### src/rtl/dma_mem_endpoint.sv
`timescale 1ns/1ps
// dma_mem_endpoint: memory-side endpoint of the DMA nibble path.
// It accepts an address/length descriptor. In write mode it packs incoming nibbles
// (low nibble first) into bytes and stores them in an internal byte RAM. In read
// mode it streams RAM bytes back out as nibbles, low nibble first.
// Every output is decoded from registered state, so no input reaches an output
// through combinational logic.
module dma_mem_endpoint #(
  parameter int ADDR_W = 8,
  parameter int LEN_W  = 32
) (
  input  logic        clk,
  input  logic        resetn,
  input  logic        mode,
  input  logic        addr_in_valid,
  output logic        addr_in_enable,
  input  logic [31:0] addr_in,
  input  logic [31:0] len_in,
  input  logic        dma_to_mem_valid,
  output logic        dma_to_mem_enable,
  input  logic [3:0]  mem_in_socket,
  output logic        mem_to_dma_valid,
  input  logic        mem_to_dma_enable,
  output logic [3:0]  mem_out_socket,
  output logic        busy,
  output logic        done
);

  typedef enum logic [1:0] {
    S_IDLE  = 2'd0,
    S_WRITE = 2'd1,
    S_READ  = 2'd2,
    S_DONE  = 2'd3
  } state_e;

  state_e              state_q, state_d;
  logic                phase_q, phase_d;   // 0: low nibble next, 1: high nibble next
  logic [ADDR_W-1:0]   addr_q,  addr_d;
  logic [LEN_W-1:0]    len_q,   len_d;
  logic [3:0]          held_q,  held_d;    // low nibble waiting for its high partner
  logic                ram_we;
  logic [7:0]          ram_q [2**ADDR_W];
  logic [7:0]          rd_byte;

  // Address bits above the RAM depth are deliberately ignored.
  logic unused_addr_bits;
  assign unused_addr_bits = ^addr_in[31:ADDR_W];

  // Next-state logic: descriptor capture, nibble handshakes, and the end-of-transfer decision.
  always_comb begin
    // NOTE: every signal gets a default first, so a path that skips an assignment cannot infer a latch.
    state_d = state_q;
    phase_d = phase_q;
    addr_d  = addr_q;
    len_d   = len_q;
    held_d  = held_q;
    ram_we  = 1'b0;
    unique case (state_q)
      S_IDLE: begin
        if (addr_in_valid) begin
          addr_d  = addr_in[ADDR_W-1:0];
          len_d   = len_in[LEN_W-1:0];
          phase_d = 1'b0;
          if (len_in[LEN_W-1:0] == '0) state_d = S_DONE;
          else                         state_d = mode ? S_WRITE : S_READ;
        end
      end
      S_WRITE: begin
        if (dma_to_mem_valid) begin
          if (!phase_q) begin
            held_d  = mem_in_socket;
            phase_d = 1'b1;
          end else begin
            ram_we  = 1'b1;
            addr_d  = addr_q + ADDR_W'(1);
            len_d   = len_q - LEN_W'(1);
            phase_d = 1'b0;
            if (len_q == LEN_W'(1)) state_d = S_DONE;
          end
        end
      end
      S_READ: begin
        if (mem_to_dma_enable) begin
          if (!phase_q) begin
            phase_d = 1'b1;
          end else begin
            addr_d  = addr_q + ADDR_W'(1);
            len_d   = len_q - LEN_W'(1);
            phase_d = 1'b0;
            if (len_q == LEN_W'(1)) state_d = S_DONE;
          end
        end
      end
      S_DONE: state_d = S_IDLE;
      default: state_d = S_IDLE;
    endcase
  end

  // Control state registers with synchronous active-low reset.
  always_ff @(posedge clk) begin
    // NOTE: sequential state uses non-blocking assignments, so every register samples pre-edge values.
    if (!resetn) begin
      state_q <= S_IDLE;
      phase_q <= 1'b0;
      addr_q  <= '0;
      len_q   <= '0;
      held_q  <= '0;
    end else begin
      state_q <= state_d;
      phase_q <= phase_d;
      addr_q  <= addr_d;
      len_q   <= len_d;
      held_q  <= held_d;
    end
  end

  // Byte RAM write port: stores the packed byte when the high nibble is accepted.
  always_ff @(posedge clk) begin
    // NOTE: the RAM has no reset, so it maps onto plain memory. Only the write is blocked while resetn is low.
    if (resetn && ram_we) ram_q[addr_q] <= {mem_in_socket, held_q};
  end

  assign rd_byte = ram_q[addr_q];

  // Output decode from registered state only.
  always_comb begin
    addr_in_enable    = (state_q == S_IDLE);
    dma_to_mem_enable = (state_q == S_WRITE);
    mem_to_dma_valid  = (state_q == S_READ);
    busy              = (state_q != S_IDLE);
    done              = (state_q == S_DONE);
    mem_out_socket    = 4'h0;
    if (state_q == S_READ) mem_out_socket = phase_q ? rd_byte[7:4] : rd_byte[3:0];
  end

endmodule

### config.mk
export PLATFORM = sky130hd
export DESIGN_NAME = dma_mem_endpoint
export DESIGN_NICKNAME = d
export VERILOG_FILES = /design/src/rtl/dma_mem_endpoint.sv
export SDC_FILE = /design/constraint.sdc
export NUM_CORES = 2
export LEC_CHECK = 0
export CAP_MARGIN = 20
export CORE_MARGIN = 3
export CORE_UTILIZATION = 50
export DETAILED_ROUTE_END_ITERATION = 8
export MAX_ROUTING_LAYER = met4
export PLACE_DENSITY = 0.66
export SYNTH_ARGS = -nofsm -noshare
export SYNTH_HDL_FRONTEND = slang
export SYNTH_SLANG_ARGS = --single-unit
### constraint.sdc
create_clock -name clk -period 5.75 [get_ports clk]
set_input_delay 1.15 -clock clk [delete_from_list [all_inputs] [get_ports clk]]
set_output_delay 1.15 -clock clk [all_outputs]
set_load 0.02 [all_outputs]
==> results.py <==
metrics = {
    "timing": {
        "min_period_ns": 5.61,
        "hold_viol": 0,
        "setup_ws_ns": 0.138,
        "hold_ws_ns": 0.499,
        "max_freq_ghz": 0.178,
        "slew_violations": 66,
        "max_slew_margin_pct": -4.48,
        "setup-tns-final_ns": 0,
        "period_share_pct": 97.6,
        "worstMarginPinSlew_ns": 1.57,
        "rsz0062_at_grt": "false",
        "finalSetupViolCount": 0,
        "fin_skew_ns": 0.0312,
    },
    "critical_path": {
        "cp-start-kind": "register",
        "cp.arrival_ns": 4.46,
        "r2r_slack_ns": 2.13,
        "criticalPathCategory": "reg -> out",
        "cp_max_fo": 19,
        "slowest_stage": "or4_1",
        "worstPathRequired_ns": 4.60,
        "critPathMaxStageDelay_ns": 0.58,
        "cp-end-kind": "primary output",
        "cpMostUsedCell": "buf_4",
        "path_delay_family": "buffers and inverters",
        "crit_chain": "inv_4, buf_4, buf_4, mux4_2, nor2_1, nor4_2, buf_4, o311ai_2, or4_1, nand3_1, buf_4",
        "worst-path-buf-inv": 5,
    },
    "route": {
        "drt_wl_total_mm": 206,
        "first_pass_iters": 6,
        "vias_per_cell": 6.32,
        "drt.antenna.violating_nets": 0,
        "num_vias": 42700,
        "wire_per_inst_um": 30.5,
        "drt_iter0_drc": 5460,
        "drc": 0,
    },
    "synthesis": {
        "synth_ff_type": "edfxtp_1",
        "synth-simple-area-share_pct": 3.30,
        "yosysTopAreaCell": "edfxtp_1",
        "avgSynthCellArea_um2": 19.7,
        "syn-num-nets": 4291,
        "seq_area_frac_synth_pct": 75.5,
        "synth_compound_area_share_pct": 4.25,
        "synth_cells": 4207,
        "synth_seq_cells": 2103,
        "synthMuxAreaShare_pct": 14.8,
        "synth_top_family_by_area": "multiplexers",
        "synth_adder_area_share_pct": 0.151,
        "synth_common_cells": "2048 x edfxtp_1, 433 x mux4_2, 357 x nor2_1, 231 x mux2i_1, 132 x clkbuf_1",
        "synth_area_leaders": "edfxtp_1 74%, mux4_2 12%, mux2i_1 2.8%, nor2_1 1.6%, dfxtp_1 1.3%",
        "synth.most_common_cell": "edfxtp_1",
        "synth_area_mm2": 0.0829,
        "synth_top_area_share_pct": 74.2,
        "synth-edff-count": 2048,
        "yosys_warnings": 0,
        "synth-xor-area-share_pct": 0,
        "async_flop_share_pct": 0,
        "ys_types": 71,
    },
    "die": {
        "die_h_um": 413,
        "num_rows": 148,
        "core-area_mm2": 0.164,
        "die_area_mm2": 0.171,
        "die_x_um": 413,
        "initial_utilization_pct": 50.7,
        "ios": 83,
    },
    "placed_design": {
        "dp_slack_ns": 0.300,
        "dp_hpwl_mm": 123,
        "placed_cells": 6339,
        "gp_congestion": 0.838,
        "portBuffers": 58,
    },
    "clocking": {
        "insertion_delay_ns": 0.83,
        "cts_sinks": 2103,
        "htree_levels": 4,
        "cts_buffers": 203,
        "cts-root-buf": "clkbuf_16",
        "clk_pin_slew_ns": 0.06,
        "cts_tree": "done",
        "ctsHoldBuffers": 0,
        "cts_buffer_depth": 3,
    },
    "global_route": {
        "grt_util_met1_pct": 35.3,
        "grt_pass1_wl_mm": 298,
        "grt_overflow_total": 0,
        "use_met3_pct": 4.79,
        "grt_pass1_vias": 42300,
        "busiest_layer": "met2",
        "antenna_found_initial": 2,
        "global_route.usage.met2_pct": 37.3,
        "grt_usage_pct": 24.9,
        "grt_max_degree": 241,
    },
    "power": {
        "p_switching_w": 0.0117,
        "p_leak_nw": 29.1,
        "clkPwrFrac_pct": 33.3,
        "swShare_pct": 28.8,
        "p_total_w": 0.0405,
        "powerDensity_mw_per_mm2": 432,
        "vdd_drop_max_uv": 324,
        "seq_power_share_pct": 42.9,
        "power_frac_comb_pct": 23.8,
        "p_int_w": 0.0288,
    },
    "layout": {
        "stdcell_count": 6752,
        "drive_gt1_share_pct": 21.9,
        "fill_cells": 11900,
        "area_delta_synth_final_pct": 13.2,
        "finalNetCount": 4487,
    },
    "flow_run": {
        "max-cap-violations": 0,
    },
    "worst_hold_path": {
        "min_path_type": "reg -> reg",
    },
    "outcome": {
        "status": "finished, violations left",
        "violations": "max-slew violations",
    },
}
-- cells by family (layout without fill, tap and decap cells) --
kind of cell,Yosys count,in the layout
compound gates,503,503
fa+ha+maj,10,10
buf+inv,279,645
flops,2103,2103
mux,682,682
other cells,0,4
simple gates,630,630
-- cell type report --
type	instances	area, µm²	share of cell area, %
inverters	22	85.1	0.0907
multi-input cells	1825	18900	20.1
clock buffers	243	5320	5.67
repair buffers	248	2790	2.97
clock inverters	132	1430	1.52
flip-flops and latches	2103	62600	66.7
well taps	2175	2720	2.90
diodes	4	10.0	0.0107
-- worst min-delay path, stage by stage (launching register included) --
cell and delay (ns):
dfxtp_1 0.31, o21ai_0 0.06, a21oi_1 0.07
-- path summary, 6_finish.rpt --
check,to,depth (start not counted),from
max,mem_out_socket[0],11,register
min,len_q[23],2,len_q[23]
max reg2reg,ram_q[62][6],7,phase_q
min reg2reg,len_q[23],2,len_q[23]
-- state kept, by name, indices dropped and copies added (netlist names), named ones only --
| signal | count |
|---|---|
| ram_q | 2048 |
| addr_q | 8 |
| phase_q | 1 |
| len_q | 32 |
| state_q | 2 |
| held_q | 4 |
-- per-stage QoR --
step	utilization [%]	area, µm²
final	57.3	93900
after global routing	57.3	93800
after CTS	57.1	93400
after detailed placement	52.7	86300
after global placement	52.7	86300
after floorplan	-	82900
-- power groups by stage --
stage	sequential, W	combinational (W)	clock [W]
after detailed placement	0.0177	0.00912	0
after floorplan	0.0176	0.00617	0
after global placement	0.0177	0.00905	0
after CTS	0.0174	0.00939	0.0136
final	0.0174	0.00966	0.0135
after global routing	0.0174	0.0102	0.0143
-- layout by cell type (no fill, tap or decap), types with 27 or more instances in the layout --
cell,instances
nor3_1,27
buf_4,135
clkbuf_1,34
clkinv_2,37
edfxtp_1,2048
nor2_1,355
clkdlybuf4s50_1,50
nand2_1,113
dfxtp_1,45
mux2i_1,231
o22ai_1,63
a21oi_1,112
buf_12,27
o221ai_1,80
clkbuf_16,211
clkinv_1,46
a22oi_1,68
o21ai_0,46
mux4_2,433
-- metal layers --
metal / part of all wire, % / routed length (µm) / up-vias
met5: 0 / 0 / -
met4: 2.8 / 5770 / 0
met3: 9.1 / 18700 / 326
met2: 48 / 97900 / 2093
met1: 41 / 83500 / 22400
li1: - / - / 17800
-- what timing repair did --
item | CTS | global route
setup endpoints to repair | 4 | 4
pin swaps | 3 | 7
gates resized for setup | 26 | 24
setup buffers | 11 | 12
cloned | 2 | 5
No activity file was read; power rests on OpenSTA's default activity.
